==> config.mk <==
export PLATFORM = sky130hd
export DESIGN_NAME = mdu_issue_ctrl
export DESIGN_NICKNAME = d
export VERILOG_FILES = /design/src/rtl/mdu_issue_ctrl_pkg.sv /design/src/rtl/mdu_issue_ctrl_op_decode.sv /design/src/rtl/mdu_issue_ctrl.sv
export SDC_FILE = /design/constraint.sdc
export NUM_CORES = 1
export LEC_CHECK = 0
export CAP_MARGIN = 10
export CELL_PAD_IN_SITES_DETAIL_PLACEMENT = 1
export CELL_PAD_IN_SITES_GLOBAL_PLACEMENT = 1
export CORE_MARGIN = 2
export CORE_UTILIZATION = 16
export DETAILED_ROUTE_END_ITERATION = 16
export GPL_ROUTABILITY_DRIVEN = 0
export PLACE_DENSITY_LB_ADDON = 0.15
export SETUP_SLACK_MARGIN = 0.4
export SLEW_MARGIN = 15
export SYNTH_ARGS = -nofsm -noshare
export SYNTH_HDL_FRONTEND = slang
export SYNTH_SLANG_ARGS = --single-unit
==> constraint.sdc <==
create_clock -name clk -period 3.7 [get_ports clk]
set_input_delay 0.925 -clock clk [delete_from_list [all_inputs] [get_ports clk]]
set_output_delay 0.925 -clock clk [all_outputs]
set_load 0.05 [all_outputs]
==> src/rtl/mdu_issue_ctrl_pkg.sv <==
// Shared definitions for the MDU issue controller.
//   - E-stage MD op codes as seen on e_md_op
//   - MDU select codes driven on mdu_select, including the idle code
//   - Default latencies and the controller FSM states
//   - The decoded-op record produced by mdu_op_decode
package mdu_issue_ctrl_pkg;

  localparam int         MUL_LAT_DEF  = 5;
  localparam int         DIV_LAT_DEF  = 10;
  localparam logic [4:0] IDLE_SEL_DEF = 5'd31;

  typedef enum logic [3:0] {
    MD_NONE  = 4'd0,
    MD_MULT  = 4'd1,
    MD_MULTU = 4'd2,
    MD_DIV   = 4'd3,
    MD_DIVU  = 4'd4,
    MD_MTHI  = 4'd5,
    MD_MTLO  = 4'd6,
    MD_MFHI  = 4'd7,
    MD_MFLO  = 4'd8
  } md_op_e;

  localparam logic [4:0] SEL_MULT  = 5'd0;
  localparam logic [4:0] SEL_MULTU = 5'd1;
  localparam logic [4:0] SEL_DIV   = 5'd2;
  localparam logic [4:0] SEL_DIVU  = 5'd3;
  localparam logic [4:0] SEL_MTLO  = 5'd4;
  localparam logic [4:0] SEL_MTHI  = 5'd5;

  typedef enum logic {
    ST_IDLE = 1'b0,
    ST_RUN  = 1'b1
  } state_e;

  // Classification of the E-stage op. sel is only meaningful for start/move
  // ops; lat is only meaningful for start ops.
  typedef struct packed {
    logic       md_any;
    logic       md_start;
    logic       md_move;
    logic       is_div;
    logic [4:0] sel;
    logic [3:0] lat;
  } md_dec_t;

endpackage

==> src/rtl/mdu_issue_ctrl_op_decode.sv <==
// mdu_op_decode: combinational decode of the E-stage MD op.
// Ports:
//   valid  in   E-stage instruction valid
//   op     in   4-bit MD op code
//   dec    out  {md_any, md_start, md_move, is_div, sel, lat}
module mdu_op_decode
  import mdu_issue_ctrl_pkg::*;
#(
  parameter int         MUL_LAT  = MUL_LAT_DEF,
  parameter int         DIV_LAT  = DIV_LAT_DEF,
  parameter logic [4:0] IDLE_SEL = IDLE_SEL_DEF
) (
  input  logic       valid,
  input  logic [3:0] op,
  output md_dec_t    dec
);

  // NOTE: every field gets a default before the case so no path leaves a
  // field unassigned; otherwise synthesis infers a latch.
  always_comb begin
    dec     = '0;
    dec.sel = IDLE_SEL;
    case (md_op_e'(op))
      MD_MULT:  begin dec.md_start = 1'b1; dec.sel = SEL_MULT;  dec.lat = 4'(MUL_LAT); end
      MD_MULTU: begin dec.md_start = 1'b1; dec.sel = SEL_MULTU; dec.lat = 4'(MUL_LAT); end
      MD_DIV:   begin dec.md_start = 1'b1; dec.sel = SEL_DIV;   dec.lat = 4'(DIV_LAT); dec.is_div = 1'b1; end
      MD_DIVU:  begin dec.md_start = 1'b1; dec.sel = SEL_DIVU;  dec.lat = 4'(DIV_LAT); dec.is_div = 1'b1; end
      MD_MTHI:  begin dec.md_move  = 1'b1; dec.sel = SEL_MTHI; end
      MD_MTLO:  begin dec.md_move  = 1'b1; dec.sel = SEL_MTLO; end
      default:  ;
    endcase
    // mfhi/mflo only take part in stalling, so they are md_any without a class.
    dec.md_any   = valid & (op >= 4'd1) & (op <= 4'd8);
    dec.md_start = valid & dec.md_start;
    dec.md_move  = valid & dec.md_move;
    dec.is_div   = valid & dec.is_div;
  end

endmodule

==> src/rtl/mdu_issue_ctrl.sv <==
// mdu_issue_ctrl: issue/sequencing controller between the E stage and the
// HI/LO multiply-divide unit.
//   - decodes the E-stage MD op and drives MDU start/select/operands
//   - stalls MD-class ops while an operation is in flight
//   - shadows MDU latency with a 4-bit counter; lat_err flags disagreement
//     with mdu_busy (sticky until reset)
//   - suppresses issue on flush
// Optional build macro MDU_DIV0_GUARD_EN: div/divu with a zero divisor is not
// issued; done still pulses the following cycle and HI/LO are untouched.
// Ports:
//   clk, reset            clock, synchronous active-high reset
//   e_valid, e_md_op      E-stage op valid and MD op code
//   e_rs, e_rt            forwarded operands
//   flush                 exception/interrupt kills the E-stage op
//   mdu_busy              busy from the MDU
//   mdu_start, mdu_select MDU start (combinational) and select
//   mdu_d1, mdu_d2        operands to the MDU
//   stall                 freeze F/D/E, bubble into M
//   done                  1-cycle pulse, first cycle new HI/LO is readable
//   lat_err               sticky latency mismatch flag
module mdu_issue_ctrl
  import mdu_issue_ctrl_pkg::*;
#(
  parameter int         MUL_LAT  = MUL_LAT_DEF,
  parameter int         DIV_LAT  = DIV_LAT_DEF,
  parameter logic [4:0] IDLE_SEL = IDLE_SEL_DEF
) (
  input  logic        clk,
  input  logic        reset,
  input  logic        e_valid,
  input  logic [3:0]  e_md_op,
  input  logic [31:0] e_rs,
  input  logic [31:0] e_rt,
  input  logic        flush,
  input  logic        mdu_busy,
  output logic        mdu_start,
  output logic [4:0]  mdu_select,
  output logic [31:0] mdu_d1,
  output logic [31:0] mdu_d2,
  output logic        stall,
  output logic        done,
  output logic        lat_err
);

`ifdef MDU_DIV0_GUARD_EN
  localparam bit DIV0_GUARD = 1'b1;
`else
  localparam bit DIV0_GUARD = 1'b0;
`endif

  md_dec_t    dec;
  state_e     state_q, state_d;
  logic [3:0] cnt_q, cnt_d;
  logic       done_q, done_d;
  logic       lat_err_q, lat_err_d;
  logic       start_q;
  logic       inflight;
  logic       go;
  logic       div0_skip;

  mdu_op_decode #(
    .MUL_LAT  (MUL_LAT),
    .DIV_LAT  (DIV_LAT),
    .IDLE_SEL (IDLE_SEL)
  ) u_decode (
    .valid (e_valid),
    .op    (e_md_op),
    .dec   (dec)
  );

  assign inflight  = mdu_busy | (cnt_q != 4'd0);
  assign go        = dec.md_any & ~inflight & ~flush;
  assign div0_skip = DIV0_GUARD & go & dec.is_div & (e_rt == 32'd0);

  assign mdu_d1  = e_rs;
  assign mdu_d2  = e_rt;
  assign done    = done_q;
  assign lat_err = lat_err_q;

  always_comb begin
    state_d    = state_q;
    cnt_d      = cnt_q;
    done_d     = 1'b0;
    mdu_start  = 1'b0;
    mdu_select = IDLE_SEL;
    // flush wins over stall: a killed op must not freeze the front end.
    stall      = dec.md_any & inflight & ~flush;
    // The MDU may raise busy one cycle late, so the edge after a start is
    // not compared.
    lat_err_d  = lat_err_q | (~start_q & ((cnt_q != 4'd0) != mdu_busy));

    if (go & dec.md_start & ~div0_skip) begin
      mdu_start  = 1'b1;
      mdu_select = dec.sel;
    end else if (go & dec.md_move) begin
      mdu_select = dec.sel;
    end

    // A guarded zero-divide completes immediately without touching HI/LO.
    if (div0_skip) done_d = 1'b1;

    case (state_q)
      ST_IDLE: begin
        if (mdu_start) begin
          cnt_d   = dec.lat;
          state_d = ST_RUN;
        end
      end
      ST_RUN: begin
        if (cnt_q == 4'd1) begin
          cnt_d   = 4'd0;
          state_d = ST_IDLE;
          done_d  = 1'b1;
        end else if (cnt_q == 4'd0) begin
          state_d = ST_IDLE;
        end else begin
          cnt_d = cnt_q - 4'd1;
        end
      end
      default: state_d = ST_IDLE;
    endcase
  end

  // NOTE: state registers use non-blocking assignments so every flop samples
  // values from before the edge, independent of statement order.
  always_ff @(posedge clk) begin
    if (reset) begin
      state_q   <= ST_IDLE;
      cnt_q     <= 4'd0;
      done_q    <= 1'b0;
      lat_err_q <= 1'b0;
      start_q   <= 1'b0;
    end else begin
      state_q   <= state_d;
      cnt_q     <= cnt_d;
      done_q    <= done_d;
      lat_err_q <= lat_err_d;
      start_q   <= mdu_start;
    end
  end

endmodule

==> impl_metrics.yaml <==
outcome:
  status: "completed"
place:
  portBuffers: 17
  place_hpwl_microns: 1830
  place_area_sq_um: 982
grt:
  grt-ovfl-total: 0
  grt_antenna_before_repair: 0
  grt_max_degree: 10
  grt_usage_pct: 5.62
  grt_pass1_vias: 647
  grt_pass1_wl_microns: 3330
clock_tree:
  cts_made_buffers: 3
  htreeDepth: 1
  clkSinkCount: 8
  tritoncts: "built"
  clock_path_buffers: 2
  cts-root-buf: "clkbuf_8"
  path_clk_slew_ps: 40
  clock_latency_ps: 230
floorplanning:
  die_area_sq_um: 7540
  die_y_microns: 86.9
  core_area_sq_um: 6720
  io-pin-count: 146
  row_count: 30
  fp.dieW_microns: 86.9
  initial_core_util_pct: 16.4
synthesis:
  syn_area_sq_um: 1100
  ys_async_sr_fraction_pct: 0
  synth_edf_count: 0
  syn_area_per_cell_sq_um: 7.96
  ys.flop_type: "dfxtp_1"
  synthSimpleGateAreaFrac_pct: 14.9
  synth.area.top_cells: "buf_4 (45%), dfxtp_1 (15%), ha_1 (4.6%)"
  muxShareOfSynthArea_pct: 1.94
  synth_xor_xnor_area_share_pct: 1.59
  synth_compound_area_share_pct: 11.8
  yosysSeqAreaShare_pct: 14.6
  synth_top_family_by_area: "buffers and inverters"
  yosysWarnings: 0
  synth_seq_cells: 8
  netlist_instances: 138
  syn_nets: 215
  yosysTopAreaCell: "buf_4"
  synth_top_area_share_pct: 45.1
  synthAdderAreaFrac_pct: 4.56
  post_synth_num_cell_types: 31
pwr:
  vdd_drop_max_v: 0.0000702
  p_per_area_nw_per_um2: 263
  p_leak_nw: 0.388
sta:
  fin_crit_sh_pct: 87.3
  rsz0062_at_grt: "true"
  finalSetupViolations: 0
  hold_viol_final: 0
  fin_crit_ps: 3230
  tns_ps: 0
  worst_pin_slew_ps: 558
  slew_headroom_pct: 62.5
  max_freq_ghz: 0.310
  skew_ps: 9.07
  whs_ps: 480
  drv_slew: 0
worst_setup_path:
  reg2reg_setup_slack_ps: 1400
  timing.rr.end: "cnt_q[0]$_SDFFE_PP0P_"
  max_stage_delay_ps: 450
  crit_arrival_ps: 2300
  cp-start-kind: "primary input"
  end_kind: "output port"
  crit_slowest_cell: "clkdlybuf4s50_1"
  cp.required_ps: 2770
  critPathLaunch: "mdu_busy"
  ff2ff_path_depth: 9
  worstSetupPathType: "primary input to output port"
  cp_cell_sequence: "clkdlybuf4s50_1, inv_1, ha_1, and4bb_4, buf_4, nand2b_1, buf_12"
  worstPathMaxFanout: 5
  r2r_start: "cnt_q[0]$_SDFFE_PP0P_"
  setup.worst_path.end: "mdu_select[1]"
drt:
  wire_per_inst_microns: 12.5
  first_pass_iters: 4
  ant_nets: 0
  totalWireLength_microns: 2200
  vias: 671
  drc: 0
  drt_iter0_drc: 10
  vias_per_cell: 3.81
min_path:
  hold_class: "register to register"
  worstHoldPathCells: 2
  min_from: "lat_err$_SDFF_PP0_"
final_layout:
  nets: 175
  final_layout_size_suffix_gt1_share_pct: 29.2
  antenna_cells: 0
  n_fill_cell: 767
  final_area_sq_um: 1070
  syn2layout_area_growth_pct: -2.96
job:
  maxCapViolations: 0
==> synth_stat cells (all sizes together), types with 2 or more instances <==
library cell and instances:
inv 10, nor3 2, ha 4, nand2 3
nor2 6, a211oi 5, a21oi 7, buf 68
nand3 3, nor4 2, o21ai 2, or3b 2
or3 2, dfxtp 8, xnor2 2
==> where the power goes <==
group          total [W]  internal [W]  switching, W  leakage (nW)
registers      0.0000921     0.0000895    0.00000262        0.0650
clock network   0.000109     0.0000709     0.0000385        0.0216
logic          0.0000785     0.0000367     0.0000418         0.301
total           0.000280      0.000197     0.0000830         0.388
==> registers in the layout (all words and copies together), names as in the netlist <==
| register | flops |
|---|---|
| done | 1 |
| cnt_q | 4 |
| lat_err | 1 |
| start_q | 1 |
| state_q | 1 |
==> area by class of cell <==
type,count,area [sq um],share of cell area [%]
inverters,10,41.3,3.87
repair buffers,23,280,26.3
flip-flops and latches,8,160,15.0
multi-input cells,52,443,41.5
clock buffers,3,41.3,3.87
well taps,80,100,9.39
==> layer usage <==
metal	global-route usage [%]	vias up	routed length, microns
li1	-	308	-
met1	7.31	312	940
met2	7.84	39	992
met3	2.65	12	221
met4	2.41	0	42
met5	0	-	0
==> how the worst min path moves through the flow <==
| stage | to | slack [ps] |
|---|---|---|
| after detailed placement | lat_err$_SDFF_PP0_ | 470 |
| after CTS | lat_err$_SDFF_PP0_ | 480 |
| after global placement | lat_err$_SDFF_PP0_ | 460 |
| after floorplan | cnt_q[2]$_SDFFE_PP0P_ | 460 |
| final | lat_err$_SDFF_PP0_ | 480 |
| after global routing | lat_err$_SDFF_PP0_ | 530 |
==> worst max-delay path, delay by kind of cell <==
kind,cells,cell delay [ps]
adder cells (fa/ha/maj),1,230
buffers and inverters,4,780
AND/OR/NAND/NOR,2,360
==> cell usage in the layout (no fill, tap or decap) <==
cell	n
clkbuf_8	3
a31oi_4	1
o2111ai_1	1
nor3_4	1
nand3_4	1
clkdlybuf4s50_1	6
buf_12	7
nand2_1	3
nand3_1	1
a21oi_1	7
inv_1	9
xnor2_1	1
nand3_2	1
clkinvlp_4	1
a31o_2	1
and4bb_4	1
buf_4	6
a2bb2oi_1	1
xnor2_4	1
dfxtp_1	8
ha_1	4
nor3b_1	1
nand2b_1	1
and3_1	1
nor2_1	5
or3b_1	2
nor4_1	2
nor2_2	1
nor4b_4	1
a211oi_1	5
nand3b_1	1
o21ai_0	1
o21ai_1	1
mux2_2	1
or3_1	1
mux2i_1	1
nor3_1	1
dlygate4sd2_1	4
or3_4	1
==> through the flow <==
step | worst slack [ps] | util, % | power (W) | std cells
after floorplan | 439 | - | 0.000323 | 138
after global placement | 325 | 14.6 | 0.000171 | 172
after detailed placement | 341 | 14.6 | 0.000170 | 172
after CTS | 414 | 15.7 | 0.000285 | 176
after global routing | 375 | 15.9 | 0.000297 | 176
final | 471 | 15.9 | 0.000280 | 176
==> timing repair <==
| item | CTS | global route |
|---|---|---|
| gates resized for setup | 8 | 2 |
| pin swaps | 4 | 0 |
| setup buffers | 1 | 0 |
| endpoints found under the setup margin | 4 | 4 |
| cloned | 0 | 0 |
| hold buffers | 0 | 0 |
==> cells by family after synthesis <==
group | after synthesis
compound gates | 18
mux | 2
buf+inv | 78
fa+ha+maj | 4
flops | 8
xor+xnor | 2
simple gates | 26
Power figures use the tool's default switching activity.
